## config.mk

```make
export PLATFORM = sky130hd
export DESIGN_NAME = mem_dump_reader
export DESIGN_NICKNAME = d
export VERILOG_FILES = /design/src/rtl/mem_dump_pkg.sv /design/src/rtl/mem_dump_cksum.sv /design/src/rtl/mem_dump_reader.sv
export SDC_FILE = /design/constraint.sdc
export NUM_CORES = 1
export LEC_CHECK = 0
export CAP_MARGIN = 20
export CORE_UTILIZATION = 48
export DETAILED_ROUTE_END_ITERATION = 12
export PLACE_DENSITY = 0.8
export SLEW_MARGIN = 20
export SYNTH_ARGS = -nofsm -noshare
export SYNTH_HDL_FRONTEND = slang
export SYNTH_HIERARCHICAL = 1
export SYNTH_SLANG_ARGS = --single-unit
```

## constraint.sdc

```tcl
create_clock -name clk -period 2.8 [get_ports clk]
set_clock_uncertainty 0.1 [all_clocks]
set_input_delay 0.56 -clock clk [delete_from_list [all_inputs] [get_ports clk]]
set_output_delay 0.56 -clock clk [all_outputs]
set_load 0.03 [all_outputs]
```

## src/rtl/mem_dump_pkg.sv

```systemverilog
// rtl/mem_dump_pkg.sv - shared types and constants for the DMEM read-back engine
package mem_dump_pkg;

  localparam int DEF_N      = 32;
  localparam int DEF_ADDR_W = 11;

  // Wide enough for any ADDR_W; the top slices off the bits it needs.
  localparam logic [31:0] CKSUM_ADDR = '1;

  typedef enum logic [2:0] {
    ST_IDLE,
    ST_ISSUE,
    ST_CAPTURE,
    ST_SEND,
    ST_DONE,
    ST_CKSUM
  } state_t;

endpackage

```

## src/rtl/mem_dump_cksum.sv

```systemverilog
// rtl/mem_dump_cksum.sv - wrapping sum of every data word handed to the sink
module mem_dump_cksum #(
  parameter int N = 32
) (
  input  logic         clk,
  input  logic         rstb,
  input  logic         i_clear,
  input  logic         i_add,
  input  logic [N-1:0] i_data,
  output logic [N-1:0] o_sum
);

  logic [N-1:0] r_sum;

  always_ff @(posedge clk or negedge rstb) begin
    if (!rstb) begin
      r_sum <= '0;
    end else if (i_clear) begin
      r_sum <= '0;
    end else if (i_add) begin
      r_sum <= r_sum + i_data;
    end
  end

  assign o_sum = r_sum;

endmodule

```

## src/rtl/mem_dump_reader.sv

```systemverilog
// rtl/mem_dump_reader.sv - streams a DMEM address range out over valid/ready
// Define MEM_DUMP_CHECKSUM_EN to append a checksum beat after the data beats.
module mem_dump_reader
  import mem_dump_pkg::*;
#(
  parameter int N      = DEF_N,
  parameter int ADDR_W = DEF_ADDR_W
) (
  input  logic              clk,
  input  logic              rstb,
  input  logic              start,
  input  logic [ADDR_W-1:0] start_addr,
  input  logic [ADDR_W:0]   stop_addr,
  output logic              busy,
  output logic              done,
  output logic [ADDR_W-1:0] mem_rd_addr,
  input  logic [N-1:0]      mem_rd_data,
  output logic              out_valid,
  input  logic              out_ready,
  output logic [ADDR_W-1:0] out_addr,
  output logic [N-1:0]      out_data,
  output logic              out_last
);

`ifdef MEM_DUMP_CHECKSUM_EN
  localparam state_t ST_AFTER = ST_CKSUM;
`else
  localparam state_t ST_AFTER = ST_DONE;
`endif
  localparam logic DIRECT_DONE = (ST_AFTER == ST_DONE);

  state_t            r_state;
  logic [ADDR_W-1:0] r_cnt;
  logic [ADDR_W:0]   r_lim;
  logic              r_busy;
  logic              r_done;
  logic [ADDR_W-1:0] r_rd_addr;
  logic              r_valid;
  logic [ADDR_W-1:0] r_addr;
  logic [N-1:0]      r_data;
  logic              r_last;

  logic w_empty;
  logic w_cnt_last;
  logic w_hs;
  logic w_last_beat;

  assign w_empty    = ({1'b0, start_addr} >= stop_addr);
  // Compared one bit wider so a limit of 2^ADDR_W ends on the top word.
  assign w_cnt_last = (({1'b0, r_cnt} + (ADDR_W+1)'(1)) == r_lim);
  assign w_hs       = r_valid && out_ready;

`ifdef MEM_DUMP_CHECKSUM_EN
  logic         r_data_last;
  logic         w_ck_clear;
  logic         w_ck_add;
  logic [N-1:0] w_sum;

  assign w_ck_clear  = (r_state == ST_IDLE) && start;
  assign w_ck_add    = (r_state == ST_SEND) && w_hs;
  assign w_last_beat = r_data_last;

  mem_dump_cksum #(.N(N)) u_cksum (
    .clk     (clk),
    .rstb    (rstb),
    .i_clear (w_ck_clear),
    .i_add   (w_ck_add),
    .i_data  (r_data),
    .o_sum   (w_sum)
  );
`else
  assign w_last_beat = r_last;
`endif

  always_ff @(posedge clk or negedge rstb) begin
    if (!rstb) begin
      r_state   <= ST_IDLE;
      r_cnt     <= '0;
      r_lim     <= '0;
      r_busy    <= 1'b0;
      r_done    <= 1'b0;
      r_rd_addr <= '0;
      r_valid   <= 1'b0;
      r_addr    <= '0;
      r_data    <= '0;
      r_last    <= 1'b0;
`ifdef MEM_DUMP_CHECKSUM_EN
      r_data_last <= 1'b0;
`endif
    end else begin
      case (r_state)
        ST_IDLE: begin
          if (start) begin
            r_cnt  <= start_addr;
            r_lim  <= stop_addr;
            r_busy <= 1'b1;
            if (w_empty) begin
              r_state <= ST_AFTER;
              r_done  <= DIRECT_DONE;
            end else begin
              r_rd_addr <= start_addr;
              r_state   <= ST_ISSUE;
            end
          end
        end
        ST_ISSUE: begin
          r_state <= ST_CAPTURE;
        end
        ST_CAPTURE: begin
          r_data  <= mem_rd_data;
          r_addr  <= r_cnt;
          r_valid <= 1'b1;
`ifdef MEM_DUMP_CHECKSUM_EN
          r_data_last <= w_cnt_last;
          r_last      <= 1'b0;
`else
          r_last <= w_cnt_last;
`endif
          r_state <= ST_SEND;
        end
        ST_SEND: begin
          // The next read address only moves on a handshake, never during a stall.
          if (w_hs) begin
            r_valid <= 1'b0;
            r_last  <= 1'b0;
            if (w_last_beat) begin
              r_state <= ST_AFTER;
              r_done  <= DIRECT_DONE;
            end else begin
              r_cnt     <= r_cnt + ADDR_W'(1);
              r_rd_addr <= r_cnt + ADDR_W'(1);
              r_state   <= ST_ISSUE;
            end
          end
        end
`ifdef MEM_DUMP_CHECKSUM_EN
        ST_CKSUM: begin
          if (!r_valid) begin
            r_valid <= 1'b1;
            r_addr  <= CKSUM_ADDR[ADDR_W-1:0];
            r_data  <= w_sum;
            r_last  <= 1'b1;
          end else if (out_ready) begin
            r_valid <= 1'b0;
            r_last  <= 1'b0;
            r_done  <= 1'b1;
            r_state <= ST_DONE;
          end
        end
`endif
        ST_DONE: begin
          r_done  <= 1'b0;
          r_busy  <= 1'b0;
          r_state <= ST_IDLE;
        end
        default: begin
          r_state <= ST_IDLE;
        end
      endcase
    end
  end

  assign busy        = r_busy;
  assign done        = r_done;
  assign mem_rd_addr = r_rd_addr;
  assign out_valid   = r_valid;
  assign out_addr    = r_addr;
  assign out_data    = r_data;
  assign out_last    = r_last;

endmodule
```

Yosys cells after proc, flatten, opt, wreduce, memory -nomap -nowiden
Cells that the tools add are included.

Bits in registers: 84. Logic and storage cells: 59. Output and inout bits: 58.

Order comparisons: 1. Reduce and logical (&&, ||, !) cells: 13. Multiplexer cells: 22. Equal/unequal tests: 11. Add/sub/neg operators: 2.

Operators by type and width (count): 11-bit 2-to-1 mux (5); 11-bit case mux with 2 select lines (2); 11-bit by 1-bit adder with 12-bit output (second input constant) (1); 12-bit == test (1); 11-bit by 12-bit >= comparator with 1-bit output (1); 3-bit 2-to-1 mux (4); 2-bit inequality test (second input constant) (6); 3-bit case mux with 4 select lines (1); 11-bit by 1-bit adder with 11-bit output (second input constant) (1); 5-bit AND reduction (2); 2-bit AND reduction (4); 3-bit by 2-bit == test with 1-bit output (second input constant) (2); 1-bit 2-to-1 mux (6); 1-bit case mux with 2 select lines (3); 2-bit nonzero test (3); 4-bit AND reduction (1); 3-bit by 1-bit == test with 1-bit output (second input constant) (1); 3-bit == test (second input constant) (1); 3-bit logical NOT (1); 1-bit case mux with 3 select lines (1); 3-bit nonzero test (1); 1-bit logical AND (1).

Depth between registers and ports, before layout
Gate-level depths: netlist of the first run.

Depth after elaboration: 4. Mapped depth: 9.

Least setup slack after synthesis of the first run
OpenSTA, ideal clock, no wires.

Path type: in2reg. Start: input port stop_addr[9]. End: register r_rd_addr[0], in the netlist mem_rd_addr[0]. Stages: 9. Setup slack: 426 ps. Arrival: 2150 ps. Library setup time: 125 ps. Buffers on the path: 1. Path through: inv_1 -> ha_1 -> a21o_1 -> a21oi_1 -> o22ai_1 -> a21o_1 -> a21oi_1 -> buf_2 -> mux2_2.

Word-level cells in the longest chain between the ends: 3.

Ends and longest elaborated chain: from (decl) (RTL line mem_dump_reader.sv:13) `input logic [ADDR_W:0] stop_addr,`; 11-bit by 12-bit >= comparator with 1-bit output (RTL line mem_dump_reader.sv:48) `assign w_empty = ({1'b0, start_addr} >= stop_addr);`; 2-bit inequality test (no source line); 5-bit AND reduction (no source line); to (signal assigned) (RTL line mem_dump_reader.sv:101) `r_rd_addr <= start_addr;`; to (signal assigned) (RTL line mem_dump_reader.sv:131) `r_rd_addr <= r_cnt + ADDR_W'(1);`; to (decl) (RTL line mem_dump_reader.sv:37) `logic [ADDR_W-1:0] r_rd_addr;`.

No other way between the ends. A chain may end at the register's enable or synchronous reset.

Worst setup path in the final report of the first run
Start: input port start_addr[0]. End: register r_rd_addr[9], in the netlist mem_rd_addr[9].

Word-level cells in the longest chain between the ends: 3.

Ends and longest elaborated chain: from (decl) (RTL line mem_dump_reader.sv:12) `input logic [ADDR_W-1:0] start_addr,`; 11-bit by 12-bit >= comparator with 1-bit output (RTL line mem_dump_reader.sv:48); 2-bit inequality test (no source line); 5-bit AND reduction (no source line).

No other way between the ends.

==> results.yml, run 1 <==
synthesis:
  synth_most_common_cell: "dfrtp_1"
  netlist_area_mm2: 0.004164
  netlist_top_cells_area: "dfrtp_1 50%, mux2_2 18%, ha_1 3.6%, a21oi_1 3.2%, xnor2_1 2.7%"
  synth.distinct_cells: 48
  seq_area_frac_synth_pct: 50.48
  yosys-top-cells-count: "84 x dfrtp_1, 68 x mux2_2, 28 x nor2_1"
  yosys_register_bits: 84
  async_reset_ff_share_pct: 100.0
  synth.avg_cell_area_um2: 11.80
  synth_fp_nets: 424
  syn_inst: 353
  netlist.area_leader.share_pct: 50.48
  synth_area_leader_cell: "dfrtp_1"
  yosysWarnings: 6
  synth_edf_count: 0
  synth_flop_cell: "dfrtp_1"
sta:
  rsz0062_at_grt: "no"
  setup-violations-final: 0
  fmax_mhz: 385.1
  final_hold_viol_count: 0
  period_minus_slack_ns: 2.597
  fin_crit_sh_pct: 92.75
  whs_ns: 0.08401
  worst_slew_pin_slew_ns: 0.5604
  maxSlewViolCount: 0
  relSlewSlack_pct: 62.64
worst_setup_path:
  cp_max_fo: 11
  r2r-end: "out_last"
  cpPeakStageDelay_ns: 0.50
  critPathRequiredTime_ns: 2.95
  critPathTopFamily: "buffers and inverters"
  crit_cells: 10
  worstReg2RegStart: "r_cnt[0]"
  start_kind: "input pin"
  crit_slowest_cell: "clkdlybuf4s50_1"
  worst-path-buf-inv: 3
  crit_arrival_ns: 2.74
  rrSetupSlack_ns: 0.46
  crit_type: "in -> reg"
  endpoint_kind: "flip-flop"
  crit_chain: "clkdlybuf4s50_1, inv_1, ha_1, nand2b_1, a21oi_1, o21ai_0, a21o_1, a21oi_1, buf_4, mux2_2"
  cp_common_cell: "a21oi_1"
  ff2ff_path_depth: 7
placement:
  io_buffers: 116
  gp_routability_congestion: 0.8434
  dp_hpwl_mm: 7.183
drt:
  drtPass1Iterations: 5
  vias_per_cell: 5.376
  post_drt_wl_per_cell_um: 16.53
  wirelength_mm: 9.618
  drt-initial-drc-count: 165
  ant_nets: 0
  route.vias.total: 3129
  drc: 0
power:
  switching_power_mw: 2.636
  power_frac_seq_pct: 35.6
  swShare_pct: 41.67
  vdd_drop_max_uv: 686.7
  internal-power_mw: 3.690
  combPwrFrac_pct: 51.6
  finalPower_mw: 6.326
  clockPowerShare_pct: 12.8
  powerDensity_mw_per_mm2: 1123
  leakagePower_nw: 2.393
grt:
  antenna_found_initial: 0
  grt-ovfl-total: 0
  grt_pass1_vias: 3289
  grt_pass1_wl_mm: 15.54
  grt_usage_pct: 22.84
  grt_max_degree: 45
clocking:
  tritoncts: "built"
  h-tree-depth: 3
  cts_sinks: 84
  cts_hold_buf: 0
  clock_latency_ns: 0.36
  cts_root_buf: "clkbuf_8"
  clk_pin_slew_ns: 0.08
  cts_buffer_depth: 2
  postCtsSetupBuffers: 0
  cts_buffers: 9
  ctsResizeCount: 0
floorplanning:
  coreArea_mm2: 0.008299
  die_w_um: 95.14
  initial_core_util_pct: 50.17
  die_height_um: 95.14
  num_rows: 33
  num_io_pins: 117
  die_area_mm2: 0.009052
layout:
  num_antenna_cells: 0
  syn2layout_area_growth_pct: 35.31
  drive_above_1_share_pct: 22.22
  final_nets: 543
  post-route-util_pct: 67.89
run:
  cap_violations: 0
run_status:
  run_status: "completed"
hold_path:
  hold_path.class: "in -> async"
-- registers in the layout, summed over array words and instances, names as in the netlist --
name and count:
busy 1, done 1, mem_rd_addr 11, out_addr 11, out_data 32, out_last 1
out_valid 1, r_cnt 11, r_lim 12, r_state 3
-- metal layers --
metal	vias to the layer above	track usage, %	share of wire (%)
met3	21	9.250	8.9
met2	114	35.18	46
met5	-	0	0
met4	0	11.49	3.0
li1	1488	-	-
met1	1506	27.55	42
-- cell type report --
cell class	instances	area, um2
clock buffer	10	137.6
clock inverter	6	46.29
fill	636	2665
inverter	13	48.80
multi-input combinational	236	1894
sequential	84	2102
tap	105	131.4
timing repair buffer	128	1274
-- cells in the final DEF, fill, tap and decap left out, types with 2 or more instances in the layout --
cell type        count
nand4_1              4
inv_1               13
nand4b_1             2
nand2_1             15
nor2b_1              2
nand3_1              2
a31oi_1              5
clkdlybuf4s50_1    115
dfrtp_1             84
buf_12               2
o21ai_0              6
nor3_1               7
mux2_2              68
inv_6                2
xnor2_1             13
a21o_1               3
ha_1                12
xor2_1               8
buf_4               11
nor4_1               2
o22a_1               7
nor3b_1              2
clkbuf_8            10
clkinvlp_4           2
a21oi_1             27
nand2b_1             2
nor2_1              27
-- power by group through the flow --
stage / Sequential, mW / Clock (mW) / Combinational (mW)
final: 2.25 / 0.812 / 3.26
after global routing: 2.34 / 0.887 / 3.48
after floorplan: 2.92 / 0 / 1.38
after CTS: 2.26 / 0.834 / 3.29
after detailed placement: 2.28 / 0 / 3.27
after global placement: 2.25 / 0 / 3.21
-- cells by family after synthesis --
kind of cell | synth area share, %
muxes | 18.39
adders and majority gates | 3.606
and+or+nand+nor | 9.465
xor gates and xnor gates | 4.417
buffers and inverters | 4.207
DFF | 50.48
AOI/OAI and AO/OA | 9.436
-- worst max-delay path by stage --
stage / slack [ns] / end / startpoint
final: 0.20 / mem_rd_addr[9] / start_addr[0]
after global routing: 0.09 / mem_rd_addr[9] / start_addr[0]
after CTS: 0.21 / mem_rd_addr[9] / start_addr[0]
after detailed placement: -0.16 / mem_rd_addr[9] / start_addr[0]
after global placement: -0.14 / mem_rd_addr[3] / start_addr[0]
after floorplan: 0.43 / mem_rd_addr[0] / stop_addr[9]
-- per-stage QoR --
| stage | setup TNS [ns] | std cells | instance area, um2 | worst slack (ns) |
|---|---|---|---|---|
| global route | 0 | 582 | 5634 | 0.08771 |
| detailed placement | -1.728 | 566 | 5450 | -0.1649 |
| floorplan | 0 | 353 | 4164 | 0.4257 |
| global placement | -1.496 | 566 | 5450 | -0.1368 |
| finish | 0 | 582 | 5634 | 0.2031 |
| CTS | 0 | 582 | 5634 | 0.2138 |
Note: power is estimated with default switching activity, not from simulation.
==> run 2: changes to the inputs <==
--- a/config.mk
+++ b/config.mk
@@ -5,9 +5,11 @@
 export SDC_FILE = /design/constraint.sdc
 export NUM_CORES = 1
 export LEC_CHECK = 0
+export ABC_CLOCK_PERIOD_IN_PS = 2800
 export CAP_MARGIN = 20
 export CORE_UTILIZATION = 48
 export DETAILED_ROUTE_END_ITERATION = 12
+export GPL_ROUTABILITY_DRIVEN = 0
 export PLACE_DENSITY = 0.8
 export SLEW_MARGIN = 20
 export SYNTH_ARGS = -nofsm -noshare
==> results of run 2 <==
No change in the layout: final DEF, timing and power equal those of run 1.
